`src/rtl/zeta_pkg.sv`:
```
// Shared constants, FSM encoding and layer/length helpers for the zeta ROM reader.
package zeta_pkg;

    localparam int ZETA_W          = 12;
    localparam int KYBER_Q         = 3329;
    localparam int N_ZETAS         = 128;
    localparam int BEATS_PER_XFORM = 896;

    localparam logic MODE_NTT  = 1'b0;
    localparam logic MODE_INTT = 1'b1;

    typedef logic [1:0] state_t;
    localparam state_t ST_IDLE   = 2'd0;
    localparam state_t ST_FILL   = 2'd1;
    localparam state_t ST_STREAM = 2'd2;
    localparam state_t ST_DONE   = 2'd3;

    // Layer of zeta k is the position of its most significant set bit.
    function automatic logic [2:0] zeta_layer(input logic [6:0] k);
        logic [2:0] lyr;
        if (k[6]) begin
            lyr = 3'd6;
        end else if (k[5]) begin
            lyr = 3'd5;
        end else if (k[4]) begin
            lyr = 3'd4;
        end else if (k[3]) begin
            lyr = 3'd3;
        end else if (k[2]) begin
            lyr = 3'd2;
        end else if (k[1]) begin
            lyr = 3'd1;
        end else begin
            lyr = 3'd0;
        end
        return lyr;
    endfunction

    // Number of butterflies sharing one zeta in a given layer.
    function automatic logic [7:0] zeta_len(input logic [2:0] lyr);
        return 8'd128 >> lyr;
    endfunction

endpackage

```
`src/rtl/zeta_repeat_cnt.sv`:
```
// Per-zeta repeat down-counter: loads len(k) and layer(k), counts consumed beats.
module zeta_repeat_cnt (
    input  logic       clk,
    input  logic       rst_n,
    input  logic       clr,
    input  logic       load,
    input  logic [6:0] k_in,
    input  logic       dec,
    output logic [2:0] layer_o,
    output logic       last_o,
    output logic       last_nxt_o
);
    import zeta_pkg::*;

    logic [7:0] cnt_q, cnt_d;
    logic [2:0] layer_q, layer_d;

    // Next count: clear beats load, load beats decrement, otherwise hold.
    always_comb begin
        cnt_d   = cnt_q;
        layer_d = layer_q;
        if (clr) begin
            cnt_d   = 8'd0;
            layer_d = 3'd0;
        end else if (load) begin
            layer_d = zeta_layer(k_in);
            cnt_d   = zeta_len(layer_d);
        end else if (dec && (cnt_q != 8'd0)) begin
            cnt_d = cnt_q - 8'd1;
        end else begin
            cnt_d = cnt_q;
        end
    end

    // Counter and layer registers.
    always_ff @(posedge clk or negedge rst_n) begin
        if (!rst_n) begin
            cnt_q   <= 8'd0;
            layer_q <= 3'd0;
        end else begin
            cnt_q   <= cnt_d;
            layer_q <= layer_d;
        end
    end

    assign layer_o    = layer_q;
    assign last_o     = (cnt_q == 8'd1);
    assign last_nxt_o = (cnt_d == 8'd1);

endmodule

```
`src/rtl/zeta_stream_reader.sv`:
```
// Streams twiddle factors from the registered-read zeta ROM to the butterfly
// datapath, repeating each zeta per butterfly and prefetching one zeta ahead.
module zeta_stream_reader #(
    parameter int WIDTH_ADDR = 7,
    parameter int DATA_W     = 32,
    parameter int ZETA_W     = 12
) (
    input  logic                  clk,
    input  logic                  rst_n,
    input  logic                  start,
    input  logic                  mode,
    input  logic                  abort,
    output logic                  busy,
    output logic                  rom_me,
    output logic                  rom_oe,
    output logic [WIDTH_ADDR-1:0] rom_addr,
    input  logic [DATA_W-1:0]     rom_q,
    output logic                  z_valid,
    input  logic                  z_ready,
    output logic [ZETA_W-1:0]     z_data,
    output logic [2:0]            z_layer,
    output logic                  z_last
);
    import zeta_pkg::*;

    localparam logic [WIDTH_ADDR-1:0] K_FIRST = {{(WIDTH_ADDR-1){1'b0}}, 1'b1};
    localparam logic [WIDTH_ADDR-1:0] K_LAST  = {WIDTH_ADDR{1'b1}};

    // Next zeta index in walk order.
    function automatic logic [WIDTH_ADDR-1:0] step_k(input logic [WIDTH_ADDR-1:0] k,
                                                     input logic m);
        return (m == MODE_INTT) ? (k - K_FIRST) : (k + K_FIRST);
    endfunction

    state_t                state_q, state_d;
    logic                  mode_q, mode_d;
    logic                  busy_q, busy_d;
    logic                  rom_me_q, rom_me_d;
    logic                  rom_oe_q, rom_oe_d;
    logic [WIDTH_ADDR-1:0] rom_addr_q, rom_addr_d;
    logic                  rd_pend_q, rd_pend_d;   // ROM data lands this cycle
    logic                  rd_done_q, rd_done_d;   // final zeta already requested
    logic [WIDTH_ADDR-1:0] k_rd_q, k_rd_d;         // next index to request
    logic [WIDTH_ADDR-1:0] cur_k_q, cur_k_d;
    logic                  cur_valid_q, cur_valid_d;
    logic [ZETA_W-1:0]     cur_data_q, cur_data_d;
    logic                  nxt_valid_q, nxt_valid_d;
    logic [ZETA_W-1:0]     nxt_data_q, nxt_data_d;
    logic                  z_valid_q, z_valid_d;
    logic                  z_last_q, z_last_d;

    logic                  rep_clr_s, rep_load_s, rep_dec_s;
    logic [WIDTH_ADDR-1:0] rep_k_s;
    logic [2:0]            rep_layer_s;
    logic                  rep_last_s, rep_last_nxt_s;
    logic                  fire_s, fill_load_s, need_cur_s;
    logic [WIDTH_ADDR-1:0] k_final_s;
    logic [ZETA_W-1:0]     rom_zeta_s;
    logic                  rom_q_unused_s;

    assign rom_zeta_s     = rom_q[ZETA_W-1:0];
    assign rom_q_unused_s = ^rom_q[DATA_W-1:ZETA_W];
    assign fire_s         = z_valid_q & z_ready;
    assign k_final_s      = (mode_q == MODE_INTT) ? K_FIRST : K_LAST;

    zeta_repeat_cnt u_rep (
        .clk        (clk),
        .rst_n      (rst_n),
        .clr        (rep_clr_s),
        .load       (rep_load_s),
        .k_in       (rep_k_s),
        .dec        (rep_dec_s),
        .layer_o    (rep_layer_s),
        .last_o     (rep_last_s),
        .last_nxt_o (rep_last_nxt_s)
    );

    // FSM, cur/nxt staging and single-outstanding ROM read scheduling.
    always_comb begin
        state_d     = state_q;
        mode_d      = mode_q;
        rom_me_d    = 1'b0;
        rom_addr_d  = rom_addr_q;
        rd_pend_d   = rom_me_q;
        rd_done_d   = rd_done_q;
        k_rd_d      = k_rd_q;
        cur_k_d     = cur_k_q;
        cur_valid_d = cur_valid_q;
        cur_data_d  = cur_data_q;
        nxt_valid_d = nxt_valid_q;
        nxt_data_d  = nxt_data_q;
        rep_clr_s   = 1'b0;
        rep_load_s  = 1'b0;
        rep_dec_s   = 1'b0;
        rep_k_s     = cur_k_q;
        fill_load_s = 1'b0;
        need_cur_s  = 1'b0;

        case (state_q)
            ST_IDLE: begin
                rd_pend_d = 1'b0;
                if (abort) begin
                    state_d = ST_IDLE;
                end else if (start) begin
                    state_d    = ST_FILL;
                    mode_d     = mode;
                    rom_me_d   = 1'b1;
                    rom_addr_d = (mode == MODE_INTT) ? K_LAST : K_FIRST;
                    cur_k_d    = (mode == MODE_INTT) ? K_LAST : K_FIRST;
                    k_rd_d     = step_k((mode == MODE_INTT) ? K_LAST : K_FIRST, mode);
                    rd_done_d  = 1'b0;
                end else begin
                    state_d = ST_IDLE;
                end
            end
            ST_FILL: begin
                if (abort) begin
                    state_d     = ST_IDLE;
                    rd_pend_d   = 1'b0;
                    cur_valid_d = 1'b0;
                    nxt_valid_d = 1'b0;
                    cur_data_d  = {ZETA_W{1'b0}};
                    rep_clr_s   = 1'b1;
                end else if (rd_pend_q) begin
                    state_d     = ST_STREAM;
                    cur_data_d  = rom_zeta_s;
                    cur_valid_d = 1'b1;
                    rep_load_s  = 1'b1;
                    rep_k_s     = cur_k_q;
                    fill_load_s = 1'b1;
                end else begin
                    state_d = ST_FILL;
                end
            end
            ST_STREAM: begin
                if (abort) begin
                    state_d     = ST_IDLE;
                    rd_pend_d   = 1'b0;
                    cur_valid_d = 1'b0;
                    nxt_valid_d = 1'b0;
                    cur_data_d  = {ZETA_W{1'b0}};
                    rep_clr_s   = 1'b1;
                end else if (fire_s && z_last_q) begin
                    state_d     = ST_DONE;
                    cur_valid_d = 1'b0;
                    nxt_valid_d = 1'b0;
                    rep_clr_s   = 1'b1;
                end else begin
                    need_cur_s = !cur_valid_q || (fire_s && rep_last_s);
                    if (need_cur_s && (nxt_valid_q || rd_pend_q)) begin
                        // Next zeta comes from the prefetch slot, or straight off the ROM.
                        cur_data_d  = nxt_valid_q ? nxt_data_q : rom_zeta_s;
                        cur_valid_d = 1'b1;
                        cur_k_d     = step_k(cur_k_q, mode_q);
                        rep_load_s  = 1'b1;
                        rep_k_s     = step_k(cur_k_q, mode_q);
                        nxt_valid_d = nxt_valid_q && rd_pend_q;
                        nxt_data_d  = (nxt_valid_q && rd_pend_q) ? rom_zeta_s : nxt_data_q;
                    end else if (need_cur_s) begin
                        cur_valid_d = 1'b0;
                    end else begin
                        if (rd_pend_q) begin
                            nxt_valid_d = 1'b1;
                            nxt_data_d  = rom_zeta_s;
                        end else begin
                            nxt_valid_d = nxt_valid_q;
                        end
                        rep_dec_s = fire_s;
                    end
                end
            end
            ST_DONE: begin
                state_d   = ST_IDLE;
                rd_pend_d = 1'b0;
            end
            default: begin
                state_d = ST_IDLE;
            end
        endcase

        // Prefetch: one read in flight at most, only into an empty slot, never under backpressure.
        if ((state_d == ST_STREAM) && !rd_done_q && !rom_me_q && !nxt_valid_d &&
            (fill_load_s || z_ready || !cur_valid_d)) begin
            rom_me_d   = 1'b1;
            rom_addr_d = k_rd_q;
            k_rd_d     = step_k(k_rd_q, mode_q);
            rd_done_d  = (k_rd_q == k_final_s);
        end else begin
            rom_me_d = rom_me_d;
        end
    end

    // Next values of the registered handshake and status outputs.
    always_comb begin
        busy_d    = (state_d == ST_FILL) || (state_d == ST_STREAM);
        rom_oe_d  = (state_d != ST_IDLE);
        z_valid_d = (state_d == ST_STREAM) && cur_valid_d;
        z_last_d  = z_valid_d && (cur_k_d == k_final_s) && rep_last_nxt_s;
    end

    // State and datapath registers.
    always_ff @(posedge clk or negedge rst_n) begin
        if (!rst_n) begin
            state_q     <= ST_IDLE;
            mode_q      <= MODE_NTT;
            busy_q      <= 1'b0;
            rom_me_q    <= 1'b0;
            rom_oe_q    <= 1'b0;
            rom_addr_q  <= {WIDTH_ADDR{1'b0}};
            rd_pend_q   <= 1'b0;
            rd_done_q   <= 1'b0;
            k_rd_q      <= {WIDTH_ADDR{1'b0}};
            cur_k_q     <= {WIDTH_ADDR{1'b0}};
            cur_valid_q <= 1'b0;
            cur_data_q  <= {ZETA_W{1'b0}};
            nxt_valid_q <= 1'b0;
            nxt_data_q  <= {ZETA_W{1'b0}};
            z_valid_q   <= 1'b0;
            z_last_q    <= 1'b0;
        end else begin
            state_q     <= state_d;
            mode_q      <= mode_d;
            busy_q      <= busy_d;
            rom_me_q    <= rom_me_d;
            rom_oe_q    <= rom_oe_d;
            rom_addr_q  <= rom_addr_d;
            rd_pend_q   <= rd_pend_d;
            rd_done_q   <= rd_done_d;
            k_rd_q      <= k_rd_d;
            cur_k_q     <= cur_k_d;
            cur_valid_q <= cur_valid_d;
            cur_data_q  <= cur_data_d;
            nxt_valid_q <= nxt_valid_d;
            nxt_data_q  <= nxt_data_d;
            z_valid_q   <= z_valid_d;
            z_last_q    <= z_last_d;
        end
    end

    assign busy     = busy_q;
    assign rom_me   = rom_me_q;
    assign rom_oe   = rom_oe_q;
    assign rom_addr = rom_addr_q;
    assign z_valid  = z_valid_q;
    assign z_data   = cur_data_q;
    assign z_layer  = rep_layer_s;
    assign z_last   = z_last_q;

endmodule
```
`config.mk`:
```
export PLATFORM = sky130hd
export DESIGN_NAME = zeta_stream_reader
export DESIGN_NICKNAME = d
export VERILOG_FILES = /design/src/rtl/zeta_pkg.sv /design/src/rtl/zeta_repeat_cnt.sv /design/src/rtl/zeta_stream_reader.sv
export SDC_FILE = /design/constraint.sdc
export NUM_CORES = 1
export LEC_CHECK = 0
export BUFFER_PORTS_ARGS = -buffer_cell sky130_fd_sc_hd__buf_2
export CELL_PAD_IN_SITES_DETAIL_PLACEMENT = 1
export CELL_PAD_IN_SITES_GLOBAL_PLACEMENT = 1
export CORE_ASPECT_RATIO = 0.5
export CORE_MARGIN = 2
export CORE_UTILIZATION = 42
export CTS_BUF_LIST = sky130_fd_sc_hd__clkbuf_16
export DETAILED_ROUTE_END_ITERATION = 10
export PLACE_DENSITY = 0.85
export SLEW_MARGIN = 10
export SYNTH_ARGS = -nofsm -noshare
export SYNTH_HDL_FRONTEND = slang
export SYNTH_SLANG_ARGS = --single-unit
```
`constraint.sdc`:
```
create_clock -name clk -period 4.75 [get_ports clk]
set_clock_uncertainty 0.15 [all_clocks]
set_input_delay 0.2375 -clock clk [delete_from_list [all_inputs] [get_ports clk]]
set_output_delay 0.2375 -clock clk [all_outputs]
set_load 0.02 [all_outputs]
```
==> results.toml <==
[synthesis]
synthCells = 445
synth_top_area_share_pct = 40.0
ys_ff_latch = 68
synth.avg_cell_area_um2 = 9.55
synth_flop_cell = "dfrtp_1"
synth_edf_count = 0
synth_seq_area_share_pct = 40.0
syn-num-nets = 504
netlist_area_um2 = 4250
postSynth.asyncResetShare_pct = 100
synth_area_leaders = "dfrtp_1, ha_1, mux2_2"
synth_cell_types = 71
yosysTopAreaCell = "dfrtp_1"
yosysWarnings = 0

[floorplanning]
die_x_um = 146
coreArea_um2 = 9630
rows = 25
start_util_pct = 44.1
dieHeight_um = 75.1
ios = 65
die_area_um2 = 11000

[worst_hold_path]
hold_path.class = "in2reg"

[critical_path]
max_stage_delay_ns = 0.84
crit_buf_inv = 0
arrival_ns = 3.75
critPathTopFamily = "compound AO/OA/AOI/OAI gates"
rrSetupSlack_ns = 1.08
crit_type = "reg2reg"
critPathCaptureType = "flip-flop"
worstPathCellList = "ha_1, a211oi_1, o211ai_1, o2111ai_1, nand2_1, o221a_2, or3_1, a2111oi_2"
crit_path_top_delay_cell = "dfrtp_1"
critPathRequiredTime_ns = 4.83
critPathLaunchType = "flip-flop"
path_max_fanout = 20

[cts]
clkLatencyLatePin_ns = 0.34
cts_resized = 0
clk_pin_slew_ns = 0.06
cts_setup_buffers = 0
htreeDepth = 3
clock_sinks = 68
clock_path_buffers = 2
root_buffer = "clkbuf_16"
cts_buffers = 9
cts_tree = "done"

[sta]
relSlewSlack_pct = 35.8
timing.final.ws_setup_ns = 1.08
fin_setup_tns_ns = 0
hold_violations = 0
maxSlewViolCount = 0
fmax_mhz = 272
rsz0062_at_grt = "no"
fin_hold_ws_ns = 0.00787
worstMarginPinSlew_ns = 0.964
setup_viol = 0
period_minus_slack_ns = 3.67
finalCritPeriodShare_pct = 77.3

[global_routing]
grt_overflow_total = 0
grt_max_degree = 36
grt_use_total_pct = 23.1
antenna_found_initial = 0
met2_usage_pct = 39.7
grt_use_met3_pct = 5.33
grt_busiest_layer = "met2"
grt_pass1_wl_um = 19800
met1_usage_pct = 29.8
first_global_vias = 3860

[layout]
final_cell_mix = "dfrtp_1, buf_2, nand2_1, nor2_1, inv_1"
multi_input_area_um2 = 2370
nNetsFinal = 547
final_common_cell = "dfrtp_1"
drive_gt1_share_pct = 19.3
seq_area_um2 = 1700
n_fill_cell = 1118
area_delta_synth_final_pct = 15.5
n_antenna_cell = 0

[route]
first_pass_iters = 4
avgRoutedWirePerCell_um = 18.9
ant_nets = 0
viasPerCell = 5.79
drc = 0
vias = 3633
wl_um = 11900
drt_iter0_drc = 183

[power_and_ir_drop]
powerDensity_nw_per_um2 = 367
p_leak_nw = 2.27
peakVddDrop_mv = 0.146

[placement]
portBuffers = 44
place.gp.congestion = 0.866
dp_hpwl_um = 8390
place_ws_ns = 1.21

[job]
cap_violations = 0

[status]
run_status = "completed"
==> repair_timing <==
item	4_1_cts	5_1_grt
hold buffers	4	0
hold endpoints to repair	36	0
setup endpoints to repair	0	0
==> final cells by class <==
cell class                      count  area share, %
Tap cell                          135           3.44
Clock buffer                        9           4.59
Timing Repair Buffer               51           5.76
Clock inverter                      7           1.07
Inverter                           30           2.29
Multi-Input combinational cell    328           48.2
Sequential cell                    68           34.7
==> synthesized netlist by cell type (5+ instances only) <==
library cell	number
xor2_1	7
nor3_1	9
dfrtp_1	68
a211oi_1	11
o31ai_1	15
o21ai_0	20
nand2_1	37
a21oi_1	21
nand2b_1	7
clkbuf_1	17
xnor2_1	7
a31oi_1	5
inv_1	30
mux2i_1	15
nor2_1	35
nand3_1	6
nor4_1	5
ha_1	19
mux2_2	14
==> metal layers <==
metal / up-vias / wire [um]
met5: - / 0
met1: 1821 / 5550
met3: 16 / 450
li1: 1723 / -
met2: 73 / 5680
met4: 0 / 176
==> final timing paths <==
| kind | startpoint | end | cells past startpoint |
|---|---|---|---|
| setup / recovery | mode_q | z_last | 8 |
| hold / removal | rom_q[1] | nxt_data_q[1] | 2 |
| setup reg to reg | mode_q | z_last | 8 |
| hold reg to reg | z_data[10] | z_data[10] | 2 |
| max in group asynchronous | rst_n | z_data[8] | 3 |
| min in group asynchronous | rst_n | u_rep.layer_o[2] | 2 |
==> registers in the layout (all words and copies together), names as in the netlist <==
name	flops
nxt_data_q	12
z_data	12
u_rep.cnt_q	8
cur_k_q	7
k_rd_q	7
rom_addr	7
u_rep.layer_o	3
state_q	2
busy	1
cur_valid_q	1
mode_q	1
nxt_valid_q	1
rd_done_q	1
rd_pend_q	1
rom_me	1
rom_oe	1
z_last	1
z_valid	1
==> power by group <==
part | leakage (nW) | internal, mW | switching [mW]
Clock | 0.136 | 0.356 | 0.273
Combinational | 1.25 | 0.185 | 0.304
Sequential | 0.888 | 0.630 | 0.0524
Total | 2.27 | 1.17 | 0.629
==> logic make-up (layout without fill, tap and decap cells) <==
| group | after synthesis | in the layout | synth area share [%] |
|---|---|---|---|
| AOI/OAI and AO/OA | 125 | 125 | 21.3 |
| xor gates and xnor gates | 14 | 14 | 2.88 |
| adders and majority gates | 21 | 21 | 6.54 |
| buffers and inverters | 49 | 97 | 4.45 |
| DFF | 68 | 68 | 40.0 |
| muxes | 29 | 29 | 7.24 |
| and+or+nand+nor | 139 | 139 | 17.5 |
==> through the flow <==
step | total power, mW | cell area (um^2) | util (%) | instances
after CTS | 1.81 | 4910 | 51.0 | 628
after global routing | 1.90 | 4910 | 51.0 | 628
after detailed placement | 1.17 | 4590 | 47.7 | 608
after global placement | 1.14 | 4590 | 47.7 | 608
final | 1.80 | 4910 | 51.0 | 628
after floorplan | 1.02 | 4250 | - | 445
Power figures use the tool's default switching activity.
